[config.mk]
export PLATFORM = sky130hd
export DESIGN_NAME = serial_addsub
export DESIGN_NICKNAME = d
export VERILOG_FILES = /design/src/rtl/serial_pkg.sv /design/src/rtl/serial_fa.sv /design/src/rtl/serial_addsub.sv
export SDC_FILE = /design/constraint.sdc
export NUM_CORES = 1
export LEC_CHECK = 0
export CELL_PAD_IN_SITES_DETAIL_PLACEMENT = 1
export CELL_PAD_IN_SITES_GLOBAL_PLACEMENT = 1
export CORE_ASPECT_RATIO = 1.2
export CORE_MARGIN = 2
export CORE_UTILIZATION = 47
export DETAILED_ROUTE_END_ITERATION = 8
export DONT_BUFFER_PORTS = 1
export HOLD_SLACK_MARGIN = 0.02
export PLACE_DENSITY = 0.79
export SYNTH_ARGS = -nofsm -noshare
export SYNTH_HDL_FRONTEND = slang
export SYNTH_SLANG_ARGS = --single-unit
export TNS_END_PERCENT = 30
[constraint.sdc]
create_clock -name clk -period 1.75 [get_ports clk]
set_input_delay 0.35 -clock clk [delete_from_list [all_inputs] [get_ports clk]]
set_output_delay 0.35 -clock clk [all_outputs]
set_load 0.005 [all_outputs]
[src/rtl/serial_pkg.sv]
// serial_pkg: shared definitions for the bit-serial adder/subtractor.
// Holds the FSM state encoding and the WIDTH sanity check macro.
`ifndef SERIAL_PKG_SV
`define SERIAL_PKG_SV

// Elaboration-time guard: a serial unit needs at least two bit steps
// so that the carry into the MSB is a distinct, registered value.
`define SERIAL_WIDTH_CHECK(W) \
   if ((W) < 2) begin : g_width_chk \
      $error("serial_addsub: WIDTH must be >= 2"); \
   end

package serial_pkg;

   typedef enum logic [1:0] {
      IDLE = 2'd0,
      RUN  = 2'd1,
      DONE = 2'd2
   } state_e;

   function automatic int cnt_width(input int w);
      return $clog2(w + 1);
   endfunction

endpackage

`endif

[src/rtl/serial_fa.sv]
// serial_fa: combinational 1-bit full adder cell.
// Ports: x, y, z operand/carry in; s sum out; c carry out.
module serial_fa (
   input  logic x,
   input  logic y,
   input  logic z,
   output logic s,
   output logic c
);

   assign s = x ^ y ^ z;
   assign c = (x & y) | (x & z) | (y & z);

endmodule

[src/rtl/serial_addsub.sv]
// serial_addsub: WIDTH-generic bit-serial add/sub, LSB first.
// Ports: clk, rst_n, start/sub/a/b in; sum/cout/ovf/busy/done out.
module serial_addsub
   import serial_pkg::*;
#(
   parameter int WIDTH = 4,
   parameter int CNT_W = $clog2(WIDTH + 1)
) (
   input  logic             clk,
   input  logic             rst_n,
   input  logic             start,
   input  logic             sub,
   input  logic [WIDTH-1:0] a,
   input  logic [WIDTH-1:0] b,
   output logic [WIDTH-1:0] sum,
   output logic             cout,
   output logic             ovf,
   output logic             busy,
   output logic             done
);

   `SERIAL_WIDTH_CHECK(WIDTH)

   state_e state_q, state_d;

   logic [WIDTH-1:0] a_q, a_d;
   logic [WIDTH-1:0] b_q, b_d;
   logic [WIDTH-1:0] res_q, res_d;
   logic [WIDTH-1:0] sum_q, sum_d;
   logic [CNT_W-1:0] cnt_q, cnt_d;
   logic             c_q, c_d;
   logic             cout_q, cout_d;
   logic             ovf_q, ovf_d;

   logic             fa_s;
   logic             fa_c;
   logic             accept;
   logic             last;
   logic [WIDTH-1:0] res_nxt;

   serial_fa u_fa (
      .x (a_q[0]),
      .y (b_q[0]),
      .z (c_q),
      .s (fa_s),
      .c (fa_c)
   );

   assign accept  = start && (state_q != RUN);
   assign last    = (cnt_q == CNT_W'(WIDTH - 1));
   assign res_nxt = {fa_s, res_q[WIDTH-1:1]};

   always_comb begin
      state_d = state_q;
      a_d     = a_q;
      b_d     = b_q;
      res_d   = res_q;
      cnt_d   = cnt_q;
      c_d     = c_q;
      sum_d   = sum_q;
      cout_d  = cout_q;
      ovf_d   = ovf_q;

      unique case (state_q)
         IDLE: begin
            if (start) state_d = RUN;
         end
         RUN: begin
            a_d   = {1'b0, a_q[WIDTH-1:1]};
            b_d   = {1'b0, b_q[WIDTH-1:1]};
            res_d = res_nxt;
            c_d   = fa_c;
            cnt_d = cnt_q + CNT_W'(1);
            if (last) begin
               // c_q is the carry into the MSB on this step
               sum_d   = res_nxt;
               cout_d  = fa_c;
               ovf_d   = c_q ^ fa_c;
               state_d = DONE;
            end
         end
         DONE: begin
            state_d = start ? RUN : IDLE;
         end
         default: begin
            state_d = IDLE;
         end
      endcase

      if (accept) begin
         // subtract as a + ~b + 1: invert b, seed carry with 1
         a_d   = a;
         b_d   = sub ? ~b : b;
         c_d   = sub;
         cnt_d = '0;
         res_d = '0;
      end
   end

   always_ff @(posedge clk or negedge rst_n) begin
      if (!rst_n) begin
         state_q <= IDLE;
         a_q     <= '0;
         b_q     <= '0;
         res_q   <= '0;
         cnt_q   <= '0;
         c_q     <= 1'b0;
         sum_q   <= '0;
         cout_q  <= 1'b0;
         ovf_q   <= 1'b0;
      end else begin
         state_q <= state_d;
         a_q     <= a_d;
         b_q     <= b_d;
         res_q   <= res_d;
         cnt_q   <= cnt_d;
         c_q     <= c_d;
         sum_q   <= sum_d;
         cout_q  <= cout_d;
         ovf_q   <= ovf_d;
      end
   end

   assign sum  = sum_q;
   assign cout = cout_q;
   assign ovf  = ovf_q;
   assign busy = (state_q == RUN);
   assign done = (state_q == DONE);

endmodule
==> run summary <==
GR met2 Demand/Resource = 26.6%
port bufs = 0
slowest CP cell = dfrtp_1
vias in the first global route = 707
Detailed Place HPWL = 1320 um
CTS tree = built
Placed Area = 0.00104 sq mm
core area = 0.00207 sq mm
WP buf/inv = 1
largest net degree at the start of global routing = 25
HP Start = start
GR Util met1 = 20.5%
f_max = 620 MHz
Worst Setup Path Type = reg -> out
Final Cell Area = 0.00108 sq mm
Relative slew margins = 31.3%
detailed-route wire length = 1850 um
Synth area leader = dfrtp_1
routed vias = 642
top cells by area, synth = dfrtp_1 (56%), mux2i_1 (8.7%), o21ai_0 (6.8%)
global-route usage over all layers = 16.9%
crit share post-route = 92.2%
M3 GR Usage = 3.27%
outcome = finished clean
Synth async-reset ratio = 100%
P&R area growth vs syn = 4.60%
share of layout cells above drive strength 1 = 10.9%
fin util = 52.2%
ANT nets after route = 0
r2r worst-path depth = 4
Max clock buf depth = 2
CP Launch Type = register
starting density of the core = 49.9%
post-synth top area share = 55.7%
wire per inst = 15.2 um
Crit path depth = 2
delay-heaviest family, CP = flip-flops
Synth top cells by count = dfrtp_1 (23), nand2_1 (17), o21ai_0 (14), mux2i_1 (9), mux2_2 (5)
max_cap viols = 0
CP max FO = 24
sequential fraction of the synthesis area = 55.7%
Hold Path Class = in -> reg
height of the chip = 55.4 um
Ant. Diodes = 0
Setup WS post-layout = 0.136 ns
crit path DAT = 1.26 ns
Skew-Pair Late Insertion Delay = 0.32 ns
internal reg-to-reg setup slack = 0.24 ns
Min Hold Slack = 0.101 ns
nets = 108
CP startpoint = state_q[1]
Leak = 0.516 nW
clk_skew = 0.00887 ns
Critical Path Sink Type = primary output
number of synthesis warnings = 0
pre-CTS WS = 0.241 ns
Netlist cell types = 21
postcts setup bufs = 0
root buffer cell = clkbuf_4
final hold vios = 0
Max Slew Vio Count = 0
Critical R2R Capture = sum[2]
Post-Syn Area = 0.00103 sq mm
# rows = 18
RSZ-0062 raised after global routing = no
grt total ovfl = 0
crit-path cells = nand2b_1 > inv_4
Syn Inst Count = 91
Max IR drop VDD = 0.760 mV
IO Count = 20
Die Area = 0.00259 sq mm
worst stage delay on the critical path = 0.41 ns
Clock Pin Slew Worst Setup and Hold Paths = 0.13 ns
syn_nets = 106
via/cell ratio = 5.26
clock sinks = 23
gpl congestion = 0.714
Slew @ Worst Pin = 1.03 ns
Mapped Avg Cell Area = 11.4 sq um
crit path time final = 1.61 ns
P per Cell Area = 1610 mW/mm^2
#FFs+latches synth = 23
first-pass GRT wire length = 3140 um
H-tree levels = 1
Iteration-0 DRC Markers = 0
DRT Pass-1 Iters = 1
worst path required time = 1.40 ns
DRC = 0
worst reg2reg startpoint = cnt_q[0]
endpoints failing setup = 0
most frequent cell after synthesis = dfrtp_1
Critical Path End = busy
global routing's busiest layer = met2
number of flops mapped to enable cells by yosys = 0
cts bufs inserted = 3
top_reg_cell synth = dfrtp_1
Total Neg Setup Slack = 0 ns
die width = 46.8 um
antenna violations before repair = 0
stage by stage:
step	std cells	power [W]
6_report	122	0.00174
5_1_grt	122	0.00190
4_1_cts	122	0.00176
3_5_place_dp	117	0.00150
3_3_place_gp	117	0.00143
2_1_floorplan	91	0.00139
repair_timing:
item	CTS	global route
endpoints found under the setup margin	0	1
resized for setup	0	2
endpoints found under the hold margin	23	0
hold buffers	1	0
cells by family after synthesis:
| logic type | count (synthesis) | share of synthesized area, % |
|---|---|---|
| and+or+nand+nor | 22 | 9.44 |
| adders and majority gates | 3 | 4.36 |
| xor gates and xnor gates | 5 | 4.24 |
| AOI/OAI and AO/OA | 16 | 7.87 |
| buffers and inverters | 8 | 4.24 |
| DFF | 23 | 55.7 |
| muxes | 14 | 14.2 |
layout make-up:
cell class                      instances  area (sq um)
Sequential cell                        23           576
Tap cell                               30          37.5
Clock buffer                            4          26.3
Multi-Input combinational cell         60           414
Timing Repair Buffer                    1          10.0
Inverter                                4          17.5
Fill cell                             241           991
layer usage:
layer	wire length (um)	vias up
li1	-	304
met1	821	317
met2	903	17
met3	77	4
met4	51	0
met5	0	-
cell usage in the layout (no fill, tap or decap):
cell type,synthesis,layout
clkbuf_1,0,1
ha_1,2,2
dfrtp_1,23,23
inv_1,3,3
xnor2_1,2,2
clkbuf_4,0,3
nor2_1,1,1
a21oi_1,1,1
o21ai_0,14,14
fa_1,1,1
dlygate4sd3_1,0,1
mux2i_1,9,9
inv_4,0,1
and2b_1,1,1
nand2_1,17,17
mux2_2,5,5
nand3b_2,1,1
xor2_1,3,3
nand3_1,1,1
nand2b_1,1,1
o22ai_1,1,1
state kept, by name, indices dropped and copies added (netlist names), 2 cells and up:
name,flops
sum,4
state_q,2
b_q,4
res_q,3
cnt_q,3
a_q,4
how the worst min path moves through the flow:
stage,to,cells after the start
2_1_floorplan,a_q[0],0
3_3_place_gp,sum[2],0
3_5_place_dp,sum[2],0
4_1_cts,b_q[3],1
5_1_grt,b_q[3],1
6_report,b_q[3],1
report_power, final:
group / leakage, nW / total [W] / internal [W] / switching [W]
combinational: 0.207 / 0.000567 / 0.000247 / 0.000320
sequential: 0.294 / 0.000922 / 0.000762 / 0.000161
clock: 0.0150 / 0.000250 / 0.0000892 / 0.000160
No activity file was read; power rests on OpenSTA's default activity.
==> RTL change 1 (same flow settings) <==
The parameter `WIDTH` goes from 4 to 8.
--- a/src/rtl/serial_addsub.sv
+++ b/src/rtl/serial_addsub.sv
@@ -3,7 +3,7 @@
 module serial_addsub
    import serial_pkg::*;
 #(
-   parameter int WIDTH = 4,
+   parameter int WIDTH = 8,
    parameter int CNT_W = $clog2(WIDTH + 1)
 ) (
    input  logic             clk,
Interface: changed (resized a, b and sum); port bits go from 20 to 32. The function was not compared with the original's and may differ.
==> RTL change 1 against the unedited design <==
  * Total power up 82%
  * Sequential share of layout area decreased by 2.2 points
  * Hold slack improved by 0.065 ns
  * Cell area rose by 81%
  * Sequential cell count grew 17
  * Largest cell class unchanged
  * Synthesized area grew 75%
  * Wire length is 95% higher
  * Setup slack improved by 0.12 ns
  * Clock skew down 0.0030 ns
==> RTL change 1: results (changes against the unedited design) <==
metric	value	unit	change
part of the Yosys area used for sequential elements	55.40	%	-0.29 points
met1 global-route usage	22.50	%	+2.0 points
worst slew pin tran	0.3699	ns	-0.6569 ns
post-synthesis compound-gate area fraction	8.587	%	+0.72 points
via count	1159		+81%
CTS sink count	40		+74%
FILL cells	425		+76%
vias per inst	5.341		+1.5%
# nets final	186		+72%
M3 GR Usage	3.922	%	+0.65 points
Pleak	0.8922	nW	+73%
clock skew	0.005822	ns	-0.003045 ns
count of multi-input gates	109		+82%
fraction of area in registers	51.05	%	-2.2 points
clk tree area frac	4.595	%	+2.2 points
GR Layer Usage met2	33.45	%	+6.8 points
NonClk Buf Share	3.063	%	+2.1 points
drt total wl	3610	um	+95%
dpl cells	207		+77%
first-pass GRT wire length	6175	um	+97%
Overall Global Routing Usage	19.43	%	+2.6 points
Synth Area in Adders	1.801	%	-2.6 points
vias in the first global route	1280		+81%
Non-Clock Inverter Count	2		-2
Top delay family on crit path	flip-flops		
post-detail-place hpwl	2519	um	+91%
maximum vdd drop	0.8399	mV	+11%
Critical Path End	busy		
r2r setup slk	0.27	ns	+0.03 ns
Layout clock buffers	8		+4
Max FO, Critical Path	10		-58%
Metal-1 WL	1462	um	+78%
DR WL met3	140	um	+82%
ranking of synthesized cells by area	dfrtp_1 (55%), mux2i_1 (8.9%), o21ai_0 (7.8%), nand2_1 (6.6%), mux2_2 (6.2%)		
post-synthesis mux area share	15.10	%	+0.93 points
largest net degree at the start of global routing	41		+64%
detailed router's first-iteration violation count	61		+61
CTS root buf	clkbuf_8		
reg2reg end	sum[7]		
worst hold slack	0.1660	ns	+0.06477 ns
CTS buffer count	5		+2
layout cells sized above 1	14.55	%	+3.7 points
footprint of the multi-input gates	737.0	um^2	+78%
Synth Area in XOR/XNOR	4.848	%	+0.61 points
Worst-path clk slew	0.07	ns	-0.06 ns
most common library cells after synthesis	dfrtp_1 (40), nand2_1 (32), o21ai_0 (28)		
Synthesized Nets	183		+73%
status	finished, final reports clean		
Syn Area/Cell	11.22	um^2	-1.2%
router iterations before antenna repair	4		+3
gpl congestion	0.7074		-0.90%
critical path arrival	1.14	ns	-0.12 ns
clock latency on the worst-skew pair	0.28	ns	-0.04 ns
post-synth cell types	22		+4.8%
DR WL met2	1940	um	+110%
CP max stage delay	0.40	ns	
R2R depth	5		+1
[RTL change 1: cell count changes after synthesis, sizes merged, moves of 2 or more]
cell,delta
dfrtp,+17
nand2,+15
o21ai,+14
mux2i,+7
xor2,+6
mux2,+5
buf,+4
clkbuf,+2
inv,-2
nand3,+2
[RTL change 1: per-stage QoR]
step	instance area [um^2]	worst slack, ns
floorplan	1807	0.3532
global placement	1841	0.3206
detailed placement	1841	0.2659
CTS	1961	0.2477
global route	1961	0.1564
finish	1961	0.2605
[RTL change 1: report_power, final]
part,total (W),internal [W],switching (W)
registers,0.00163,0.00133,0.000307
logic,0.000912,0.000413,0.000499
clock network,0.000618,0.000321,0.000296
[RTL change 1: what timing repair did]
| action | in CTS | in global routing |
|---|---|---|
| hold endpoints to repair | 40 | 0 |
| buffers inserted | 0 | 0 |
| hold buffers | 2 | 0 |
| endpoints found under the setup margin | 0 | 0 |
==> RTL change 2 (config.mk and constraints unchanged) <==
Without the edit above. Re-encode `state_e` (3 states) as one-hot, 3 bits wide.
--- a/src/rtl/serial_pkg.sv
+++ b/src/rtl/serial_pkg.sv
@@ -12,10 +12,10 @@
 
 package serial_pkg;
 
-   typedef enum logic [1:0] {
-      IDLE = 2'd0,
-      RUN  = 2'd1,
-      DONE = 2'd2
+   typedef enum logic [2:0] {
+      IDLE = 3'b001,
+      RUN  = 3'b010,
+      DONE = 3'b100
    } state_e;
 
    function automatic int cnt_width(input int w);
Function: same outputs for any inputs over 10 cycles, from zero or initial values and one cycle with rst_n low; not proved beyond that.
==> RTL change 2 against the unedited design <==
  * Cell area grew 12%
  * Sequential cell count grew 1
  * Final cell count grew 4.1%
  * Via count grew 6.1%
  * Synthesized cell count grew 4.4%
  * Setup slack lost 0.045 ns
  * Synthesized area grew 9.0%
  * Die area grew 8.3%
  * Wire length grew 11%
  * Total power shrank 6.1%
  * Largest cell class unchanged
  * Largest power group unchanged
==> RTL change 2: results (changes against the unedited design) <==
metric	value	unit	change
part of the Yosys area used for sequential elements	53.44	%	-2.2 points
post-detail-place hpwl	1404	um	+6.3%
switching pwr	0.0004969	W	-22%
first-pass GRT wire length	3367	um	+7.3%
detailed router's first-iteration violation count	11		+11
setup repair bufs after CTS	0		unchanged
port bufs	0		unchanged
CTS buffer count	3		unchanged
initial antenna violation count	0		unchanged
count leader, synth	dfrtp_1		
layout cells sized above 1	16.67	%	+5.8 points
Worst-path clk slew	0.14	ns	
FILL cells	255		+5.8%
Max FO, Critical Path	12		-50%
ant diodes	0		unchanged
clock latency on the worst-skew pair	0.32	ns	about the same
ranking of synthesized cells by area	dfrtp_1 (51%), mux2_4 (8.0%), mux2i_1 (7.1%), nand2_1 (5.0%), o21ai_0 (4.4%)		
WS Path Type	reg2out		
post-place setup slack	0.1912	ns	-0.04935 ns
Overall Global Routing Usage	15.77	%	-1.1 points
worst slew pin tran	1.056	ns	+0.02917 ns
maximum vdd drop	0.6547	mV	-14%
most common library cells after synthesis	dfrtp_1 (23), nand2_1 (15), o21ai_0 (10)		
CTS root buf	clkbuf_4		
Reg area	601.8	um^2	+4.6%
yosys warns	0		unchanged
clock skew	0.01358	ns	+0.004713 ns
CP max stage delay	0.44	ns	+0.03 ns
dpl cells	121		+3.4%
largest net degree at the start of global routing	25		unchanged
number of enable flip-flop cells after synthesis	0		unchanged
vias in the first global route	759		+7.4%
critical path arrival	1.31	ns	+0.05 ns
commonest register cell after synthesis	dfrtp_1		
post-synth cell types	23		+9.5%
Syn Inst Count	95		+4.4%
status	finished, final reports clean		
# nets final	112		+3.7%
Pleak	0.5923	nW	+15%
Clock Tree Buf Depth	2		unchanged
vias per inst	5.362		+1.9%
min-delay worst type	in2reg		
Synthesized Nets	110		+3.8%
placed inst area	1139	um^2	+9.2%
wire per inst	16.21	um	+6.7%
Worst path slowest cell	dfrtp_1		
drt total wl	2059	um	+11%
gpl congestion	0.7032		-1.5%
H-tree Lvls	1		unchanged
router iterations before antenna repair	3		+2
asr flop ratio synth	100.0	%	unchanged
## RTL change 2: final timing paths
| path | start | to | slack (ns) | depth (start not counted) |
|---|---|---|---|---|
| worst max-delay path | state_q[2] | busy | 0.09 | 2 |
| max in group asynchronous | rst_n | b_q[0] | 0.46 | 1 |
| worst min register to register | b_q[3] | b_q[2] | 0.49 | 2 |
| min in group asynchronous | rst_n | sum[0] | 0.65 | 1 |
| worst min-delay path | start | b_q[3] | 0.12 | 1 |
| worst max register to register | state_q[2] | sum[3] | 0.23 | 4 |
## RTL change 2: power groups by stage
stage	clock network, W	registers (W)	logic [W]
global route	0.000432	0.000863	0.000453
CTS	0.000413	0.000840	0.000384
floorplan	0	0.000814	0.000323
finish	0.000401	0.000840	0.000393
detailed placement	0	0.000852	0.000369
global placement	0	0.000835	0.000338
## RTL change 2: kinds of logic after synthesis
logic type,synth area share (%)
compound gates,5.112
xor+xnor,4.667
fa+ha+maj,4.000
buf+inv,4.445
flops,53.44
mux,15.11
simple gates,13.22
## RTL change 2: critical path, delay by kind of cell, from the launching register on
kind	cells	cell delay, ns
flops	1	0.44
simple gates	1	0.43
buf+inv	1	0.12
## RTL change 2: routing by layer
layer	global-route usage (%)	share of wire (%)	up-vias
met5	0	0	-
met4	7.347	0.68	0
met3	3.608	3.4	2
met2	29.35	53	16
met1	16.96	43	345
li1	-	-	318
## RTL change 2: what timing repair did
action,in CTS,in global routing
hold buffers,1,0
endpoints found under the setup margin,0,1
resized for setup,0,1
hold endpoints to repair,24,0
## RTL change 2: final cells by class
type | count | area share [%]
timing repair inverter | 1 | 0.4141
clock inverter | 1 | 2.484
multi-input combinational | 62 | 39.44
sequential | 24 | 49.79
clock buffer | 3 | 1.863
tap | 31 | 3.209
inverter | 3 | 1.346
timing repair buffer | 2 | 1.449
